[config.mk]
export PLATFORM = sky130hd
export DESIGN_NAME = pc_sequencer
export DESIGN_NICKNAME = d
export VERILOG_FILES = /design/src/rtl/processor_pkg.sv /design/src/rtl/pc_next_sel.sv /design/src/rtl/pc_sequencer.sv
export SDC_FILE = /design/constraint.sdc
export NUM_CORES = 1
export LEC_CHECK = 0
export ABC_AREA = 0
export CORE_MARGIN = 5
export CORE_UTILIZATION = 43
export DETAILED_ROUTE_END_ITERATION = 8
export MAX_ROUTING_LAYER = met4
export PLACE_DENSITY = 0.88
export SYNTH_ARGS = -nofsm -noshare
export SYNTH_HDL_FRONTEND = slang
export SYNTH_SLANG_ARGS = --single-unit
[constraint.sdc]
create_clock -name CLK -period 1.95 [get_ports CLK]
set_input_delay 0.39 -clock CLK [delete_from_list [all_inputs] [get_ports CLK]]
set_output_delay 0.39 -clock CLK [all_outputs]
set_load 0.01 [all_outputs]
[src/rtl/processor_pkg.sv]
// Shared types and constants for the single-cycle core's control path.
package processor_pkg;

  localparam int PC_W_DEF = 10;

  typedef enum logic [1:0] {
    S_IDLE = 2'd0,
    S_RUN  = 2'd1,
    S_HALT = 2'd2
  } seq_state_t;

  localparam logic [2:0] OP_ADD   = 3'b000;
  localparam logic [2:0] OP_MOV   = 3'b001;
  localparam logic [2:0] OP_SHIFT = 3'b010;
  localparam logic [2:0] OP_LW    = 3'b011;
  localparam logic [2:0] OP_SW    = 3'b100;
  localparam logic [2:0] OP_XOR   = 3'b101;
  localparam logic [2:0] OP_AND   = 3'b110;
  localparam logic [2:0] OP_BNE   = 3'b111;

endpackage

[src/rtl/pc_next_sel.sv]
// Combinational next-PC selection: hold, branch target, skip (+2) or step (+1).
module pc_next_sel
  import processor_pkg::*;
#(
  parameter int PC_W = PC_W_DEF
) (
  input  logic [PC_W-1:0] pc,
  input  logic            halt_req,
  input  logic            stall,
  input  logic            branch_taken,
  input  logic            branch_skip,
  input  logic [PC_W-1:0] branch_target,
  output logic [PC_W-1:0] next_pc
);

  // Priority select; additions wrap silently modulo 2^PC_W.
  always_comb begin
    next_pc = pc;
    if (halt_req || stall) begin
      next_pc = pc;
    end else if (branch_taken) begin
      next_pc = branch_target;
    end else if (branch_skip) begin
      next_pc = pc + PC_W'(2);
    end else begin
      next_pc = pc + PC_W'(1);
    end
  end

endmodule

[src/rtl/pc_sequencer.sv]
// Program counter and run/halt sequencer with LW stall and halt acknowledge.
// Optional performance counters are enabled by defining PC_SEQ_PERF_EN.
module pc_sequencer
  import processor_pkg::*;
#(
  parameter int          PC_W       = PC_W_DEF,
  parameter int unsigned START_ADDR = 0
) (
  input  logic            CLK,
  input  logic            Reset,
  input  logic            Start,
  input  logic [2:0]      opcode,
  input  logic            halt_req,
  input  logic            branch_taken,
  input  logic            branch_skip,
  input  logic [PC_W-1:0] branch_target,
  input  logic            mem_ready,
  output logic [PC_W-1:0] PC,
`ifdef PC_SEQ_PERF_EN
  output logic [15:0]     cycle_cnt,
  output logic [15:0]     instr_cnt,
`endif
  output logic            commit,
  output logic            Ack,
  output logic [1:0]      state
);

  localparam logic [PC_W-1:0] START_PC = PC_W'(START_ADDR);

  seq_state_t      state_r, state_nx_s;
  logic [PC_W-1:0] pc_r, pc_nx_s, sel_pc_s;
  logic            ack_r, ack_nx_s;
  logic            stall_s, run_s;

  assign stall_s = (opcode == OP_LW) && !mem_ready;
  assign run_s   = (state_r == S_RUN);

  pc_next_sel #(.PC_W(PC_W)) u_next_sel (
    .pc            (pc_r),
    .halt_req      (halt_req),
    .stall         (stall_s),
    .branch_taken  (branch_taken),
    .branch_skip   (branch_skip),
    .branch_target (branch_target),
    .next_pc       (sel_pc_s)
  );

  // Next-state and next-PC decode; Start overrides every RUN event.
  always_comb begin
    state_nx_s = state_r;
    pc_nx_s    = pc_r;
    case (state_r)
      S_IDLE: begin
        pc_nx_s = START_PC;
        if (Start) state_nx_s = S_IDLE;
        else       state_nx_s = S_RUN;
      end
      S_RUN: begin
        if (Start) begin
          state_nx_s = S_IDLE;
          pc_nx_s    = START_PC;
        end else if (halt_req) begin
          state_nx_s = S_HALT;
          pc_nx_s    = pc_r;
        end else begin
          state_nx_s = S_RUN;
          pc_nx_s    = sel_pc_s;
        end
      end
      S_HALT: begin
        if (Start) begin
          state_nx_s = S_IDLE;
          pc_nx_s    = START_PC;
        end else begin
          state_nx_s = S_HALT;
          pc_nx_s    = pc_r;
        end
      end
      default: begin
        state_nx_s = S_IDLE;
        pc_nx_s    = START_PC;
      end
    endcase
    ack_nx_s = (state_nx_s == S_HALT);
  end

  // State, PC and acknowledge registers.
  always_ff @(posedge CLK or posedge Reset) begin
    if (Reset) begin
      state_r <= S_IDLE;
      pc_r    <= START_PC;
      ack_r   <= 1'b0;
    end else begin
      state_r <= state_nx_s;
      pc_r    <= pc_nx_s;
      ack_r   <= ack_nx_s;
    end
  end

  // Reset is folded in so the write gate drops without waiting for an edge.
  assign commit = run_s && !halt_req && !stall_s && !Reset;
  assign PC     = pc_r;
  assign Ack    = ack_r;
  assign state  = state_r;

`ifdef PC_SEQ_PERF_EN
  logic [15:0] cycle_cnt_r, instr_cnt_r;

  // The halting cycle is attributed to HALT, so it is not counted as a RUN cycle.
  always_ff @(posedge CLK or posedge Reset) begin
    if (Reset) begin
      cycle_cnt_r <= 16'h0000;
      instr_cnt_r <= 16'h0000;
    end else if (Start) begin
      cycle_cnt_r <= 16'h0000;
      instr_cnt_r <= 16'h0000;
    end else begin
      if (run_s && !halt_req && (cycle_cnt_r != 16'hFFFF))
        cycle_cnt_r <= cycle_cnt_r + 16'h0001;
      else
        cycle_cnt_r <= cycle_cnt_r;
      if (commit && (instr_cnt_r != 16'hFFFF))
        instr_cnt_r <= instr_cnt_r + 16'h0001;
      else
        instr_cnt_r <= instr_cnt_r;
    end
  end

  assign cycle_cnt = cycle_cnt_r;
  assign instr_cnt = instr_cnt_r;
`endif

endmodule

Word-level counts from Yosys, hierarchy flattened:

Cells that the tools add are included.

* add/subtract/negate cells: 2
* multipliers: 0
* div/mod/pow operators: 0
* $lt $le $gt $ge: 0
* equal/unequal tests: 7
* shifts and indexed selects: 0
* mux-type cells: 12
* bitwise operators: 0
* reductions and logical operators: 11

Operators with widths (count)
* two-way mux 10 bit: 6
* one-hot mux 10 bit (2 select lines): 1
* adder 10 x 1 -> 10 bit, second input constant: 1
* adder 10 x 2 -> 10 bit, second input constant: 1
* two-way mux 2 bit: 3
* != test 3 bit, second input constant: 2
* one-hot mux 2 bit (3 select lines): 1
* equality test 2 bit, second input constant: 2
* logical AND 1 bit: 4
* zero test 1 bit: 4
* equality test 3 x 2 -> 1 bit, second input constant: 1
* AND reduction 3 bit: 1
* equality test 2 x 1 -> 1 bit, second input constant: 1
* zero test 2 bit: 1
* != test 2 bit, second input constant: 1
* logical OR 1 bit: 1
* two-way mux 1 bit: 1

* register bits after elaboration: 13
* latch bits: 0
* RAM bits: 0
* ROM bits: 0
* input bits: 20
* output and inout port bits: 14
* word-level logic and storage cells: 35
* memories kept: 0

Depth between registers and ports, before layout:

Gate-level depths: netlist (run 1).

* word-level depth: 7
* mapped depth: 6
* mapped depth without buffers: 5

Modules after synthesis:

Synthesis (run 1) repeated with hierarchy kept, for this count alone.

* cell total of the unflattened synthesis: 146
* area, all modules: 1243.7 sq um

By module, submodules not included
* pc_sequencer: times used 1, cells an instance 71, area each 798.3 sq um, seq. area each 325.3 sq um
* pc_next_sel: times used 1, cells an instance 75, area each 445.4 sq um, seq. area each 0.0 sq um

Worst setup path before layout (run 1):

OpenSTA, ideal clock, no wires.

* path kind: register to register
* start: register pc_r[1], in the netlist PC[1]
* end: register pc_r[8], in the netlist PC[8]
* setup time: 0.082 ns
* data arrival time: 1.491 ns
* required time: 1.868 ns
* setup slack: 0.376 ns
* stages on the path, launching flop included: 6
* path buffers: 0
* clock period less this slack: 1.574 ns
* cell sequence: dfrtp_1 -> ha_1 -> mux2_4 -> or3b_1 -> o31a_1 -> o22ai_1

* word-level cells in the longest chain between the ends: 7
* elaborated cells between the ends (all ways): 8
* classes of those cells: 2 x add/sub; 6 x mux

RTL lines
* from (decl): line pc_sequencer.sv:31 `logic [PC_W-1:0] pc_r, pc_nx_s, sel_pc_s;`
* from (signal assigned): line pc_sequencer.sv:95 `pc_r <= pc_nx_s;`
* adder 10 x 1 -> 10 bit or adder 10 x 2 -> 10 bit (tied branches): line pc_next_sel.sv:26, pc_next_sel.sv:24
* two-way mux 10 bit *: line pc_next_sel.sv:23 `end else if (branch_skip) begin`
* two-way mux 10 bit *: line pc_next_sel.sv:21 `end else if (branch_taken) begin`
* two-way mux 10 bit *: line pc_next_sel.sv:19 `if (halt_req || stall) begin`
* two-way mux 10 bit *: line pc_sequencer.sv:62 `end else if (halt_req) begin`
* two-way mux 10 bit *: line pc_sequencer.sv:59 `if (Start) begin`
* one-hot mux 10 bit (2 select lines) *: line pc_sequencer.sv:52 `case (state_r)`

Mark *: on every way between the ends. The rest lies on a longest branch, timed or not. The select of a mux whose other input is x is not followed.
A chain may end at the register's enable or synchronous reset.

Worst setup path after layout (run 1):

* start: input mem_ready
* end: output commit

* word-level cells in the longest chain between the ends: 5

RTL lines
* from (decl): line pc_sequencer.sv:17 `input logic mem_ready,`
* zero test 1 bit: line pc_sequencer.sv:35 `assign stall_s = (opcode == OP_LW) && !mem_ready;`
* logical AND 1 bit: line pc_sequencer.sv:35
* zero test 1 bit: line pc_sequencer.sv:101 `assign commit = run_s && !halt_req && !stall_s && !Reset;`
* logical AND 1 bit (2 in series): line pc_sequencer.sv:101
* to (decl): line pc_sequencer.sv:23 `output logic commit,`

Every way passes these cells.

==> qor.yml, run 1 <==
outcome:
  status: "finished clean"
worst_setup_path:
  path_delay_family: "buffers and inverters"
  arrival_ns: 1.45
  cp_slowest_stage_delay_ns: 0.44
  worst_path_max_delay_cell: "clkdlybuf4s50_1"
  critPathKind: "input port to output port"
  crit_chain: "clkdlybuf4s50_1, nor4bb_4, nor4_1, clkdlybuf4s15_1"
  cp-end-kind: "output port"
  crit_required_ns: 1.56
  path_buf_inv: 2
  cp_max_fo: 2
  start_kind: "input port"
logic_synthesis:
  ys_warn_count: 0
  syn_avg_cell_area_um2: 8.97
  yosysTopAreaCellShare_pct: 35.9
  synth_edf_count: 0
  async_flop_share_pct: 100
  synthDistinctLibCells: 37
  syn_nets: 123
  syn_inst: 101
  synth_area_um2: 906
  ys.flop_type: "dfrtp_1"
  synth_area_leaders: "dfrtp_1 36%, nand2_1 6.2%, a21oi_1 3.9%"
  synth_top_area_cell: "dfrtp_1"
  synth.most_common_cell: "nand2_1"
  synth_seq_area_share_pct: 35.9
  synth_common_cells: "15 x nand2_1, 13 x dfrtp_1, 7 x a21oi_1"
  ys_seq_elements: 13
power:
  p_leak_nw: 0.612
  worst_ir_drop_vdd_v: 0.000366
  p_per_area_nw_per_um2: 452
sta:
  maxSlewHeadroom_pct: 66.6
  fin_skew_ns: 0.00544
  rsz0062_at_grt: "no"
  post-route-period-util_pct: 94.6
  hold_violations: 0
  fin_crit_ns: 1.84
  finalMaxSlewViolations: 0
  fin_ws_ns: 0.105
  setup_viol_count_final: 0
  worst_pin_slew_ns: 0.500
  fmax_mhz: 542
placed_design:
  hpwl_mm: 1.91
  dpl_worst_slack_ns: -0.227
  place_congestion: 0.881
  port-buffer-count: 33
clock_tree:
  cts.sinks: 13
  cts_buffers: 3
  root_buffer: "clkbuf_4"
  clock_latency_ns: 0.28
  h-tree-depth: 1
  postCtsSetupBuffers: 0
  clk_pin_slew_ns: 0.09
  clk_path_buf_depth: 2
  cts_tree: "done"
final_layout:
  antennaDiodeCount: 0
  drive_gt1_share_pct: 14.5
  fill_cells: 153
  syn2layout_area_growth_pct: 52.8
  utilization_pct: 69.8
  final_nets: 168
floorplan:
  start_util_pct: 45.7
  dieArea_um2: 3120
  dieHeight_um: 55.9
  ioPinCount: 34
  dieWidth_um: 55.9
  core_um2: 1980
  row_count: 16
global_routing:
  antenna_found_initial: 0
  grt.overflow.total: 0
  grt_max_degree: 15
  grtUsageTotal_pct: 16.7
  grt_pass1_vias: 924
  grt_pass1_wl_mm: 4.07
detailed_routing:
  wl_per_cell_um: 14.2
  via_per_inst: 5.47
  vias: 941
  dr.pass1.iters: 4
  ant_nets: 0
  drt-initial-drc-count: 36
  drc_errors: 0
  wl_mm: 2.44
job:
  max_cap_violations: 0
min_path:
  hp-class: "input port to asynchronous set/reset pin"
[stage by stage]
step / setup TNS (ns) / hold slack (ns) / total power [W] / area [um2] / cells
finish: 0 / 0.475 / 0.000626 / 1380 / 172
global route: 0 / 0.520 / 0.000655 / 1380 / 172
CTS: 0 / 0.492 / 0.000628 / 1370 / 172
detailed placement: -1.21 / 0.526 / 0.000457 / 1340 / 168
global placement: -1.09 / 0.511 / 0.000453 / 1340 / 168
floorplan: 0 / 0.267 / 0.000367 / 906 / 101
[metal layers]
metal	global-route usage [%]	routed length, um
met2	25.7	1180
met4	9.49	28
met1	21.1	1110
met5	-	0
met3	2.09	115
[final timing paths]
check	cells after the start	slack (ns)	from	end
setup / recovery	4	0.11	mem_ready	commit
hold / removal	2	0.47	Reset	PC[3]
setup reg to reg	5	0.31	PC[0]	PC[8]
hold reg to reg	1	0.54	state[1]	state[0]
max in group asynchronous	2	1.14	Reset	PC[7]
min in group CLK	1	0.54	state[1]	state[0]
[logic make-up (layout without fill, tap and decap cells)]
logic type | after synthesis | count (layout) | synth area share (%)
buffers and inverters | 10 | 54 | 5.39
and+or+nand+nor | 40 | 40 | 26.7
adders and majority gates | 2 | 2 | 2.76
DFF | 13 | 13 | 35.9
xor gates and xnor gates | 4 | 4 | 3.87
muxes | 2 | 2 | 2.76
AOI/OAI and AO/OA | 30 | 30 | 22.7
[cell usage in the layout (no fill, tap or decap), types with 2 or more instances in the layout]
cell             instances
dfrtp_1                 13
clkbuf_4                 3
a22o_1                   2
xor2_1                   3
o21ai_0                  5
a21oi_1                  7
or4_1                    2
nor3_1                   2
inv_1                    5
o31a_1                   2
nor2_1                   4
ha_1                     2
nor4_1                   3
nand3_1                  5
a32oi_1                  2
buf_4                   11
clkdlybuf4s50_1         32
o211ai_1                 3
o22ai_1                  3
nand2_1                 15
a211oi_1                 2
[state kept, by name (all words and copies together) (netlist names)]
| name | flops |
|---|---|
| PC | 10 |
| state | 2 |
| Ack | 1 |
[power by group]
part	switching (W)	internal, W	total (W)
clock	0.0000909	0.0000792	0.000170
combinational	0.0000709	0.0000939	0.000165
sequential	0.0000129	0.000278	0.000291
[what timing repair did]
item,CTS,global route
endpoints found under the setup margin,1,1
hold buffers,0,0
pin swaps,0,1
gates resized for setup,2,2
[final cells by class]
cell class              instances  area [um2]  share of cell area, %
well taps                      27        33.8                   2.44
clock buffers                   4        26.3                   1.90
inverters                       5        18.8                   1.36
repair buffers                 45         433                   31.3
flip-flops and latches         13         325                   23.5
multi-input cells              78         547                   39.5
Note: power is estimated with default switching activity, not from simulation.
==> run 2, diff against run 1 <==
--- a/config.mk
+++ b/config.mk
@@ -9,6 +9,7 @@
 export CORE_MARGIN = 5
 export CORE_UTILIZATION = 43
 export DETAILED_ROUTE_END_ITERATION = 8
+export HOLD_SLACK_MARGIN = 0.03
 export MAX_ROUTING_LAYER = met4
 export PLACE_DENSITY = 0.88
 export SYNTH_ARGS = -nofsm -noshare
==> results of run 2 <==
Final layout, timing and power as in run 1 (identical DEF).
==> run 3, diff against run 2 <==
--- a/config.mk
+++ b/config.mk
@@ -12,6 +12,7 @@
 export HOLD_SLACK_MARGIN = 0.03
 export MAX_ROUTING_LAYER = met4
 export PLACE_DENSITY = 0.88
+export SETUP_SLACK_MARGIN = 0.1
 export SYNTH_ARGS = -nofsm -noshare
 export SYNTH_HDL_FRONTEND = slang
 export SYNTH_SLANG_ARGS = --single-unit
==> qor.yml, run 3 (synthesis gave the netlist of run 1 again) <==
outcome:
  status: "finished clean"  # unchanged
placed_design:
  hpwl_mm: 1.91  # unchanged
  dpl_worst_slack_ns: -0.227  # unchanged
  port-buffer-count: 33  # unchanged
  place_congestion: 0.881  # unchanged
  place_area_um2: 1340  # unchanged
sta:
  finalMaxSlewViolations: 0  # unchanged
  fin_skew_ns: 0.00534  # was 0.00544 ns
  worst_pin_slew_ns: 0.502  # was 0.500 ns
  setup_viol_count_final: 0  # unchanged
  hold_ws_ns: 0.476  # was 0.475 ns
  fmax_mhz: 563  # was 542 MHz
  fin_ws_ns: 0.175  # was 0.105 ns
  post-route-period-util_pct: 91.0  # was 94.6%
  hold_violations: 0  # unchanged
  rsz0062_at_grt: "no"  # unchanged
  maxSlewHeadroom_pct: 66.5  # was 66.6%
  fin_crit_ns: 1.77  # was 1.84 ns
clock_tree:
  postCtsSetupBuffers: 0  # unchanged
  clk_path_buf_depth: 2  # unchanged
  cts_buffers: 3  # unchanged
  root_buffer: "clkbuf_4"  # unchanged
  clk_pin_slew_ns: 0.09  # about the same
  h-tree-depth: 1  # unchanged
  cts.hold.buffers_added: 0  # unchanged
  cts_tree: "done"  # unchanged
  clock_latency_ns: 0.28  # about the same
  cts.sinks: 13  # unchanged
worst_setup_path:
  start_kind: "flip-flop"  # was input port
  worst_path_max_delay_cell: "clkdlybuf4s50_1"  # unchanged
  arrival_ns: 1.38  # was 1.45 ns
  path_delay_family: "buffers and inverters"  # unchanged
  crit_chain: "clkdlybuf4s50_1"  # was clkdlybuf4s50_1, nor4bb_4, nor4_1, clkdlybuf4s15_1
  cp-end-kind: "output port"  # unchanged
  path_buf_inv: 1  # was 2
  critPathKind: "flip-flop to output port"  # was input port to output port
  cp_slowest_stage_delay_ns: 0.60  # was 0.44 ns
  cp_max_fo: 7  # was 2
  crit_required_ns: 1.56  # about the same
final_layout:
  drive_gt1_share_pct: 15.2  # was 14.5%
  final_nets: 168  # unchanged
  most-common-layout-cells: "31 x clkdlybuf4s50_1, 15 x nand2_1, 13 x dfrtp_1"  # was 32 x clkdlybuf4s50_1, 15 x nand2_1, 13 x dfrtp_1
  fill_cells: 155  # was 153
  final_area_um2: 1380  # about the same
  seq_area_um2: 325  # unchanged
  final_common_cell: "clkdlybuf4s50_1"  # unchanged
  multi_input_area_um2: 547  # unchanged
  utilization_pct: 69.5  # was 69.8%
  syn2layout_area_growth_pct: 52.1  # was 52.8%
  antennaDiodeCount: 0  # unchanged
  largest_reg_flops: 10  # unchanged
detailed_routing:
  drc_errors: 0  # unchanged
  ant_nets: 0  # unchanged
  via_per_inst: 5.54  # was 5.47
  vias: 953  # was 941
  wl_per_cell_um: 14.3  # was 14.2 um
  wl_mm: 2.46  # was 2.44 mm
  drt-initial-drc-count: 39  # was 36
  dr.pass1.iters: 4  # unchanged
global_routing:
  met1_usage_pct: 21.2  # was 21.1%
  grt_max_degree: 15  # unchanged
  antenna_found_initial: 0  # unchanged
  grt_pass1_vias: 924  # unchanged
  use_met2_pct: 25.7  # unchanged
  grtUsageMet3_pct: 2.09  # unchanged
  grt.overflow.total: 0  # unchanged
  grt_pass1_wl_mm: 4.06  # was 4.07 mm
  grtUsageTotal_pct: 16.7  # about the same
  top_usage_layer: "met2"  # unchanged
floorplan:
  dieHeight_um: 55.9  # unchanged
  start_util_pct: 45.7  # unchanged
  row_count: 16  # unchanged
  dieArea_um2: 3120  # unchanged
  ioPinCount: 34  # unchanged
  dieWidth_um: 55.9  # unchanged
  core_um2: 1980  # unchanged
power:
  finalPower_w: 0.000625  # was 0.000626 W
  clkPwrFrac_pct: 27.2  # about the same
  seqPwrFrac_pct: 46.5  # about the same
  p_switching_w: 0.000175  # about the same
  combPwrFrac_pct: 26.2  # was 26.3%
  switching_share_pct: 28.0  # was 27.9%
  p_leak_nw: 0.613  # was 0.612 nW
  p_int_w: 0.000450  # was 0.000451 W
  worst_ir_drop_vdd_v: 0.000366  # about the same
  p_per_area_nw_per_um2: 454  # was 452 nW/um2
min_path:
  hp-class: "input port to asynchronous set/reset pin"  # unchanged
job:
  max_cap_violations: 0  # unchanged
-- run 3: cell type report --
| class | instances | area share [%] |
|---|---|---|
| Multi-Input combinational cell | 78 | 39.7 |
| Timing Repair Buffer | 45 | 31.0 |
| Sequential cell | 13 | 23.6 |
| Tap cell | 27 | 2.45 |
| Clock buffer | 4 | 1.91 |
| Inverter | 5 | 1.36 |
-- run 3: repair_timing --
action	in CTS	in global routing
endpoints found under the setup margin	1	1
resized for setup	5	2
pin swaps	1	1
-- run 3: path summary, 6_finish.rpt --
path	start	to	slack (ns)	cells after the start
worst max-delay path	PC[2]	PC[2]	0.18	1
worst min-delay path	Reset	PC[3]	0.48	2
worst max register to register	PC[0]	PC[8]	0.31	5
worst min register to register	state[1]	state[0]	0.54	1
max in group asynchronous	Reset	PC[7]	1.14	2
min in group CLK	state[1]	state[0]	0.54	1
-- run 3: per-layer routing --
metal	up-vias	wire (um)
met5	-	0
met4	0	28
met3	2	161
met2	42	1180
met1	442	1090
li1	467	-
-- run 3: per-stage QoR --
step           instances  TNS (ns)
2_1_floorplan        101         0
3_3_place_gp         168     -1.09
3_5_place_dp         168     -1.21
4_1_cts              172         0
5_1_grt              172         0
6_report             172         0
-- run 3: worst register-to-register path: stages, from the launching register on --
cell and delay [ns]:
dfrtp_1 0.46, ha_1 0.22, mux2_4 0.16, or3b_1 0.37, o31a_1 0.25, o22ai_1 0.11
-- run 3: power by group through the flow --
stage / Combinational [W] / Sequential (W) / Clock, W
finish: 0.000164 / 0.000291 / 0.000170
global route: 0.000175 / 0.000293 / 0.000186
CTS: 0.000163 / 0.000291 / 0.000175
detailed placement: 0.000160 / 0.000296 / 0
global placement: 0.000158 / 0.000295 / 0
floorplan: 0.0000685 / 0.000298 / 0
